**config.mk**
```make
export PLATFORM = sky130hd
export DESIGN_NAME = fc_relu_seq_ctrl
export DESIGN_NICKNAME = d
export VERILOG_FILES = /design/src/rtl/nn_ctrl_pkg.sv /design/src/rtl/fc_addr_gen.sv /design/src/rtl/fc_relu_seq_ctrl.sv
export SDC_FILE = /design/constraint.sdc
export NUM_CORES = 1
export LEC_CHECK = 0
export ABC_CLOCK_PERIOD_IN_PS = 4600
export BUFFER_PORTS_ARGS = -buffer_cell sky130_fd_sc_hd__buf_2
export CAP_MARGIN = 20
export CORE_UTILIZATION = 57
export CTS_CLUSTER_DIAMETER = 150
export DETAILED_ROUTE_END_ITERATION = 16
export HOLD_SLACK_MARGIN = 0.05
export PLACE_DENSITY_LB_ADDON = 0.15
export REMOVE_ABC_BUFFERS = 1
export SYNTH_ARGS = -nofsm -noshare
export SYNTH_HDL_FRONTEND = slang
export SYNTH_SLANG_ARGS = --single-unit
```
**constraint.sdc**
```tcl
create_clock -name clk -period 4.6 [get_ports clk]
set_input_delay 0.46 -clock clk [delete_from_list [all_inputs] [get_ports clk]]
set_output_delay 0.46 -clock clk [all_outputs]
set_load 0.1 [all_outputs]
```
**src/rtl/nn_ctrl_pkg.sv**
```systemverilog
// Shared definitions for the fully-connected neuron sequencer: FSM state
// encoding, default layer geometry and an address-width helper.
package nn_ctrl_pkg;

   localparam int N_IN_DEF  = 16;
   localparam int N_OUT_DEF = 10;

   typedef enum logic [2:0] {
      ST_IDLE  = 3'd0,
      ST_CLR   = 3'd1,
      ST_FETCH = 3'd2,
      ST_DRAIN = 3'd3,
      ST_BIAS  = 3'd4,
      ST_ACT   = 3'd5,
      ST_OUT   = 3'd6,
      ST_DONE  = 3'd7
   } fc_state_e;

   // Address width for a memory of 'value' entries, never narrower than 1 bit.
   function automatic int clog2_min1(input int value);
      int result;
      if (value <= 1) begin
         result = 1;
      end else begin
         result = $clog2(value);
      end
      return result;
   endfunction

endpackage

```
**src/rtl/fc_addr_gen.sv**
```systemverilog
// Address generator for the neuron sequencer. Keeps the input index i, the
// neuron index j and a running weight base so the weight address j*N_IN+i is
// produced by increments only. All addresses hold outside the fetch phase.
module fc_addr_gen
   import nn_ctrl_pkg::*;
#(
   parameter int N_IN   = N_IN_DEF,
   parameter int N_OUT  = N_OUT_DEF,
   parameter int IN_AW  = clog2_min1(N_IN),
   parameter int W_AW   = clog2_min1(N_IN * N_OUT),
   parameter int OUT_AW = clog2_min1(N_OUT)
) (
   input  logic              clk,
   input  logic              rst_n,
   input  logic              layer_start,
   input  logic              neuron_clr,
   input  logic              fetch_step,
   input  logic              next_neuron,
   output logic [IN_AW-1:0]  in_addr,
   output logic [W_AW-1:0]   w_addr,
   output logic [OUT_AW-1:0] b_addr,
   output logic              i_last,
   output logic              j_last
);

   localparam logic [IN_AW-1:0]  I_LAST   = IN_AW'(N_IN - 1);
   localparam logic [OUT_AW-1:0] J_LAST   = OUT_AW'(N_OUT - 1);
   localparam logic [W_AW-1:0]   W_STRIDE = W_AW'(N_IN);

   logic [IN_AW-1:0]  i_r;
   logic [OUT_AW-1:0] j_r;
   logic [W_AW-1:0]   base_r;
   logic [W_AW-1:0]   w_addr_r;

   // Input index and weight address: rewind to the neuron base, then step once per fetch.
   always_ff @(posedge clk or negedge rst_n) begin
      if (!rst_n) begin
         i_r      <= {IN_AW{1'b0}};
         w_addr_r <= {W_AW{1'b0}};
      end else if (neuron_clr) begin
         i_r      <= {IN_AW{1'b0}};
         w_addr_r <= base_r;
      end else if (fetch_step) begin
         i_r      <= i_r + IN_AW'(1'b1);
         w_addr_r <= w_addr_r + W_AW'(1'b1);
      end else begin
         i_r      <= i_r;
         w_addr_r <= w_addr_r;
      end
   end

   // Neuron index and running weight base: restart per layer, advance per accepted result.
   always_ff @(posedge clk or negedge rst_n) begin
      if (!rst_n) begin
         j_r    <= {OUT_AW{1'b0}};
         base_r <= {W_AW{1'b0}};
      end else if (layer_start) begin
         j_r    <= {OUT_AW{1'b0}};
         base_r <= {W_AW{1'b0}};
      end else if (next_neuron) begin
         j_r    <= j_r + OUT_AW'(1'b1);
         base_r <= base_r + W_STRIDE;
      end else begin
         j_r    <= j_r;
         base_r <= base_r;
      end
   end

   assign in_addr = i_r;
   assign w_addr  = w_addr_r;
   assign b_addr  = j_r;
   assign i_last  = (i_r == I_LAST);
   assign j_last  = (j_r == J_LAST);

endmodule

```
**src/rtl/fc_relu_seq_ctrl.sv**
```systemverilog
// Sequencer for one fully-connected neuron with ReLU. Per neuron: clear the
// accumulator, stream N_IN activation/weight pairs, add the bias, wait one
// cycle for the ReLU register, then hand the result index downstream.
// Every control output is a register so downstream sees glitch-free strobes.
module fc_relu_seq_ctrl
   import nn_ctrl_pkg::*;
#(
   parameter int N_IN   = N_IN_DEF,
   parameter int N_OUT  = N_OUT_DEF,
   parameter int IN_AW  = clog2_min1(N_IN),
   parameter int W_AW   = clog2_min1(N_IN * N_OUT),
   parameter int OUT_AW = clog2_min1(N_OUT)
) (
   input  logic              clk,
   input  logic              rst_n,
   input  logic              start,
   output logic [IN_AW-1:0]  in_addr,
   output logic [W_AW-1:0]   w_addr,
   output logic [OUT_AW-1:0] b_addr,
   output logic              acc_clr,
   output logic              acc_en,
   output logic              bias_en,
   output logic              out_valid,
   input  logic              out_ready,
   output logic [OUT_AW-1:0] out_idx,
   output logic              busy,
   output logic              done
);

   localparam logic [2:0] S_IDLE  = 3'(ST_IDLE);
   localparam logic [2:0] S_CLR   = 3'(ST_CLR);
   localparam logic [2:0] S_FETCH = 3'(ST_FETCH);
   localparam logic [2:0] S_DRAIN = 3'(ST_DRAIN);
   localparam logic [2:0] S_BIAS  = 3'(ST_BIAS);
   localparam logic [2:0] S_ACT   = 3'(ST_ACT);
   localparam logic [2:0] S_OUT   = 3'(ST_OUT);
   localparam logic [2:0] S_DONE  = 3'(ST_DONE);

   logic [2:0]        state_r;
   logic [2:0]        state_nxt_s;
   logic              layer_start_s;
   logic              neuron_clr_s;
   logic              fetch_step_s;
   logic              next_neuron_s;
   logic              i_last_s;
   logic              j_last_s;
   logic [OUT_AW-1:0] b_addr_s;
   logic              acc_clr_r;
   logic              acc_en_r;
   logic              bias_en_r;
   logic              out_valid_r;
   logic              busy_r;
   logic              done_r;

   fc_addr_gen #(
      .N_IN   (N_IN),
      .N_OUT  (N_OUT),
      .IN_AW  (IN_AW),
      .W_AW   (W_AW),
      .OUT_AW (OUT_AW)
   ) u_addr_gen (
      .clk         (clk),
      .rst_n       (rst_n),
      .layer_start (layer_start_s),
      .neuron_clr  (neuron_clr_s),
      .fetch_step  (fetch_step_s),
      .next_neuron (next_neuron_s),
      .in_addr     (in_addr),
      .w_addr      (w_addr),
      .b_addr      (b_addr_s),
      .i_last      (i_last_s),
      .j_last      (j_last_s)
   );

   // Next-state logic; start and out_ready only matter in IDLE and OUT respectively.
   always_comb begin
      state_nxt_s = state_r;
      case (state_r)
         S_IDLE: begin
            if (start) begin
               state_nxt_s = S_CLR;
            end else begin
               state_nxt_s = S_IDLE;
            end
         end
         S_CLR:   state_nxt_s = S_FETCH;
         S_FETCH: begin
            if (i_last_s) begin
               state_nxt_s = S_DRAIN;
            end else begin
               state_nxt_s = S_FETCH;
            end
         end
         S_DRAIN: state_nxt_s = S_BIAS;
         S_BIAS:  state_nxt_s = S_ACT;
         S_ACT:   state_nxt_s = S_OUT;
         S_OUT: begin
            if (out_ready && j_last_s) begin
               state_nxt_s = S_DONE;
            end else if (out_ready) begin
               state_nxt_s = S_CLR;
            end else begin
               state_nxt_s = S_OUT;
            end
         end
         S_DONE:  state_nxt_s = S_IDLE;
         default: state_nxt_s = S_IDLE;
      endcase
   end

   // Counter strobes for the address generator, decoded from the current state.
   always_comb begin
      layer_start_s = (state_r == S_IDLE) && start;
      neuron_clr_s  = (state_r == S_CLR);
      fetch_step_s  = (state_r == S_FETCH) && !i_last_s;
      next_neuron_s = (state_r == S_OUT) && out_ready && !j_last_s;
   end

   // State register and per-state control outputs registered from the next state.
   always_ff @(posedge clk or negedge rst_n) begin
      if (!rst_n) begin
         state_r     <= S_IDLE;
         acc_clr_r   <= 1'b0;
         bias_en_r   <= 1'b0;
         out_valid_r <= 1'b0;
         busy_r      <= 1'b0;
         done_r      <= 1'b0;
      end else begin
         state_r     <= state_nxt_s;
         acc_clr_r   <= (state_nxt_s == S_CLR);
         bias_en_r   <= (state_nxt_s == S_BIAS);
         out_valid_r <= (state_nxt_s == S_OUT);
         busy_r      <= (state_nxt_s != S_IDLE);
         done_r      <= (state_nxt_s == S_DONE);
      end
   end

   // Accumulate enable trails the fetch addresses by the one-cycle memory latency.
   always_ff @(posedge clk or negedge rst_n) begin
      if (!rst_n) begin
         acc_en_r <= 1'b0;
      end else begin
         acc_en_r <= (state_r == S_FETCH);
      end
   end

   assign b_addr    = b_addr_s;
   assign out_idx   = b_addr_s;
   assign acc_clr   = acc_clr_r;
   assign acc_en    = acc_en_r;
   assign bias_en   = bias_en_r;
   assign out_valid = out_valid_r;
   assign busy      = busy_r;
   assign done      = done_r;

endmodule

```
==> results of run 1 <==
kinds of logic after synthesis:
kind of cell,after synthesis
multiplexers,7
adder cells (fa/ha/maj),5
flip-flops,29
AND/OR/NAND/NOR,57
buffers and inverters,11
XOR/XNOR,5
AO/OA/AOI/OAI,24
layer usage:
layer / track usage / share of wire / vias up
li1: - / - / 555
met1: 0.2817 / 0.47 / 526
met2: 0.3903 / 0.46 / 38
met3: 0.06377 / 0.053 / 8
met4: 0.1272 / 0.020 / 0
met5: 0 / 0 / -
placed cells by master (no fill, tap or decap), types with 2 or more instances in the layout:
master and n:
mux2i_1 5, nand4_1 3, o21ai_0 7, mux2_4 2
nand3_1 9, a21o_1 3, xnor2_1 2, nor2b_1 2
nor3_1 7, ha_1 5, and3_1 6, xor2_1 3
a31o_2 2, dfrtp_1 29, buf_2 29, inv_1 3
nor2_1 6, a221o_1 2, nand2_1 17, clkbuf_4 5
sequential cells by signal, summed over array words and instances, names as in the netlist:
signal	count
u_addr_gen.base_r	4
u_addr_gen.w_addr	8
u_addr_gen.in_addr	4
busy	1
bias_en	1
done	1
acc_en	1
state_r	3
u_addr_gen.b_addr	4
acc_clr	1
out_valid	1
cell type report:
| class | instances | area [um2] |
|---|---|---|
| Timing Repair Buffer | 29 | 145.1 |
| Inverter | 4 | 20.02 |
| Sequential cell | 29 | 725.7 |
| Fill cell | 177 | 654.4 |
| Clock buffer | 7 | 55.05 |
| Tap cell | 28 | 35.03 |
| Multi-Input combinational cell | 98 | 661.9 |
through the flow:
stage | hold WS (ps) | cells | instance area [um2] | utilization
4_1_cts | 156.1 | 195 | 1643 | 0.7151
3_3_place_gp | 480.8 | 188 | 1588 | 0.6912
6_report | 138.8 | 195 | 1643 | 0.7151
2_1_floorplan | 164.4 | 131 | 1408 | -
5_1_grt | 185.3 | 195 | 1643 | 0.7151
3_5_place_dp | 489.2 | 188 | 1588 | 0.6912
final timing paths:
| check | to | slack, ps | cells after the start |
|---|---|---|---|
| max | u_addr_gen.w_addr[7]$_DFFE_PN0P_ | 2670 | 5 |
| min | u_addr_gen.in_addr[3]$_DFFE_PN0P_ | 140 | 1 |
| max reg2reg | u_addr_gen.w_addr[7]$_DFFE_PN0P_ | 2670 | 5 |
| min reg2reg | u_addr_gen.base_r[7]$_DFFE_PN0P_ | 510 | 1 |
| max in group asynchronous | u_addr_gen.base_r[4]$_DFFE_PN0P_ | 4060 | 1 |
| min in group clk | done$_DFF_PN0_ | 410 | 3 |
==> impl_metrics.toml, run 1 <==
[logic_synthesis]
synthFlopType = "dfrtp_1"
synth_edf_count = 0
synth_xor_area_frac = 0.03020
yosys-top-cells-area = "dfrtp_1 (50%), nand2_1 (4.4%), ha_1 (4.3%), mux2i_1 (3.5%), nand3_1 (3.1%)"
synthTopCellsByCount = "dfrtp_1 (29), nand2_1 (17), nand3_1 (9)"
synth_top_family_by_area = "simple AND/OR/NAND/NOR gates"
synth_compound_area_frac = 0.1225
synth.top_cell.area_share = 0.5004
ys_async_sr_fraction = 1.000
yosys_warnings = 0
ys_ff_latch = 29
synthesis.area_mm2 = 0.001450
yosysSeqAreaShare = 0.5004
synth.area.mux_share = 0.05522
synth-simple-area-share = 0.2053
synth_top_cell_by_area = "dfrtp_1"
syn_inst = 138
synth_fa_ha_area_frac = 0.04314
yosysMostFrequentCell = "dfrtp_1"
syn-mean-instance-area_um2 = 10.51
yosysUniqueCellTypes = 39

[setup_path]
critPathTopFamily = "simple AND/OR/NAND/NOR gates"
critPathLaunch = "state_r[2]$_DFF_PN0_"
r2r-start = "state_r[2]$_DFF_PN0_"
path_cells = "or3b_4 > clkinv_4 > nand2_4 > mux2_4 > a221o_1"
critPathCaptureType = "register"
critPathMaxStageDelay_ps = 530
slowest_stage = "dfrtp_1"
crit_path_max_fanout = 15
criticalPathCategory = "reg2reg"
critPathArrivalTime_ps = 2140
cp.required_ps = 4820
cp_num_buf_inv = 1
startpoint_type = "register"

[sta]
final_hold_viol_count = 0
fin_tns_setup_ps = 0
fin_skew_ps = 2.543
rsz0062_at_grt = "false"
tightestPinTransition_ps = 627.5
timing.slew.headroom = 0.5816
setup_viol = 0
fmax_mhz = 519.3
final_max_slew_viol_count = 0
fin_ws_ps = 2674
fin_crit_sh = 0.4186
period_minus_slack_ps = 1926

[cells_and_area]
area_delta_synth_final_pct = 13.29
antenna_cells = 0
finalNetCount = 176
drive_above_1_share = 0.2575

[placed_design]
numPortBuffers = 29
routabilityCongestion = 0.8165
dpl.hpwl_mm = 1.940
post-place-ws_ps = 2688

[global_routing]
first_global_vias = 1043
gr-total-overflow = 0
grt_pass1_wl_mm = 4.602
grt_antenna_before_repair = 0
grt_usage = 0.2379
grt_max_degree = 30

[clock_network]
cts_hold_buf = 0
cts_buffer_depth = 2
cts_tree = "built"
clk_pin_slew_ps = 90
root_buffer = "clkbuf_4"
cts_resized = 0
numCtsBuffers = 5
cts_htree_levels = 2
clock_latency_ps = 330
cts.sinks = 29
cts_setup_buffers = 0

[min_path]
hold_path.class = "in2async"

[die]
core_area_mm2 = 0.002297
start_util = 0.6313
chipHeight_um = 52.44
io_pins = 30
placementRows = 17
dieArea_mm2 = 0.002750
die-width_um = 52.44

[job]
max_cap_violations = 0

[routing]
firstDrtPassIters = 4
route.detailed.drc = 0
wl_per_cell_um = 14.14
drt_iter0_markers = 36
vias_per_cell = 5.779
vias = 1127
wl_mm = 2.758
drtAntennaViolNets = 0

[status]
outcome = "finished, final reports clean"
Power of run 1 is not shown: default switching activity piles up to over one toggle a cycle in this logic, so the estimate is an artifact.
==> run 2: changes to the inputs <==
ABC_CLOCK_PERIOD_IN_PS = 1900   (was 4600)
CORE_UTILIZATION = 53   (was 57)
clock period = 1.9 ns   (was 4.6 ns; I/O delays follow)
==> run 2 against run 1 <==
Global-route usage fell by 0.96 points. Core utilization shrank 4.2 points. Cell count is 4.1% higher. Clock skew rose by 4.1 ps. Via count is 3.1% higher. Setup slack worse by 2500 ps.
==> impl_metrics.toml, run 2 (synthesis results as in run 1) <==
[clock_network]
cts.sinks = 29
cts_setup_buffers = 0
cts_htree_levels = 2
numCtsBuffers = 5
clock_latency_ps = 330
root_buffer = "clkbuf_4"
cts_tree = "built"
cts_buffer_depth = 2
clk_pin_slew_ps = 90

[setup_path]
path_depth = 5
r2r-start = "state_r[2]$_DFF_PN0_"
reg2reg_depth = 5
criticalPathCategory = "reg2reg"
critPathArrivalTime_ps = 1940
startpoint_type = "register"
rr_endpoint = "u_addr_gen.w_addr[7]$_DFFE_PN0P_"
path_cells = "or3b_4 > clkinv_4 > nand2_4 > mux2_4 > a221o_1"
rrSetupSlack_ps = 180
critPathMaxStageDelay_ps = 440
cp.required_ps = 2120
cp_num_buf_inv = 1
critPathTopFamily = "simple AND/OR/NAND/NOR gates"
critPathCaptureType = "register"
critPathCapture = "u_addr_gen.w_addr[7]$_DFFE_PN0P_"
critPathLaunch = "state_r[2]$_DFF_PN0_"
slowest_stage = "or3b_4"
crit_path_max_fanout = 10

[sta]
final_hold_viol_count = 0
holdWs_ps = 143.3
setup_viol = 0
fin_skew_ps = 6.670
period_minus_slack_ps = 1722
fmax_mhz = 580.8
tightestPinTransition_ps = 629.8
rsz0062_at_grt = "false"
final_max_slew_viol_count = 0
fin_crit_sh = 0.9062
timing.slew.headroom = 0.5802

[routing]
route.detailed.drc = 0
vias = 1162
drt_iter0_markers = 31
wl_mm = 2.815
firstDrtPassIters = 4
drtAntennaViolNets = 0
wl_per_cell_um = 13.87
vias_per_cell = 5.724

[die]
core_area_mm2 = 0.002522
dieArea_mm2 = 0.002949
die-width_um = 54.31
io_pins = 30
placementRows = 18
chipHeight_um = 54.31
start_util = 0.5749

[placed_design]
numPortBuffers = 29
dpl_cell_area_mm2 = 0.001628
routabilityCongestion = 0.7903
dpl.hpwl_mm = 1.994

[cells_and_area]
area_delta_synth_final_pct = 17.08
largest_register_ffs = 8
final_cell_mix = "dfrtp_1 (29), buf_2 (29), nand2_1 (17)"
antenna_cells = 0
drive_above_1_share = 0.2832
design_area_mm2 = 0.001698
finalNetCount = 182

[status]
outcome = "finished, final reports clean"

[min_path]
hold_path.class = "in2reg"
min_delay_path_depth = 3

[global_routing]
grt_usage = 0.2283
grt_pass1_wl_mm = 4.705
grt_max_degree = 30
grt_antenna_before_repair = 0
first_global_vias = 1052
gr-total-overflow = 0

[job]
max_cap_violations = 0
-- run 2: changes by cell type in the layout (fill, tap and decap cells not counted), sizes merged --
cell,previous run,this run
dlygate4sd3,0,1
buf,29,34
-- run 2: worst min path at each step --
stage              start                           endpoint  slack (ps)
2_1_floorplan      rst_n                  acc_clr$_DFF_PN0_        -110
3_3_place_gp       rst_n  u_addr_gen.in_addr[2]$_DFFE_PN0P_         240
3_5_place_dp       rst_n  u_addr_gen.in_addr[3]$_DFFE_PN0P_         250
4_1_cts        out_ready                     done$_DFF_PN0_         130
5_1_grt        out_ready                     done$_DFF_PN0_         130
6_report       out_ready                     done$_DFF_PN0_         140
-- run 2: area by class of cell --
type                            instances  area, um2
Fill cell                             208      824.5
Multi-Input combinational cell         98      666.9
Timing Repair Buffer                   35      192.7
Inverter                                4      20.02
Sequential cell                        29      725.7
Tap cell                               30      37.54
Clock buffer                            7      55.05
-- run 2: through the flow --
stage               TNS (ps)  instances  utilization  setup WS, ps
floorplan             -11030        131            -        -892.4
global placement           0        195       0.6453         219.5
detailed placement         0        195       0.6453         178.3
CTS                        0        203       0.6711         157.3
global route               0        203       0.6731         85.04
finish                     0        203       0.6731         178.2
-- run 2: routing by layer --
layer,up-vias,track usage,share of wire
li1,566,-,-
met4,0,0.06410,0.011
met2,40,0.3821,0.47
met1,552,0.2735,0.44
met5,-,0,0
met3,4,0.08333,0.071
-- run 2: worst register-to-register path, delay by kind of cell (launching register included) --
family	cells	cell delay [ps]
buffers and inverters	1	90
muxes	1	310
DFF	1	400
AOI/OAI and AO/OA	1	280
and+or+nand+nor	2	530
-- run 2: what timing repair did --
item | in CTS | in global routing
hold buffers | 1 | 0
hold endpoints to repair | 29 | 0
endpoints found under the setup margin | 0 | 1
resized for setup | 0 | 1
Power of run 2 is left out for the same reason.
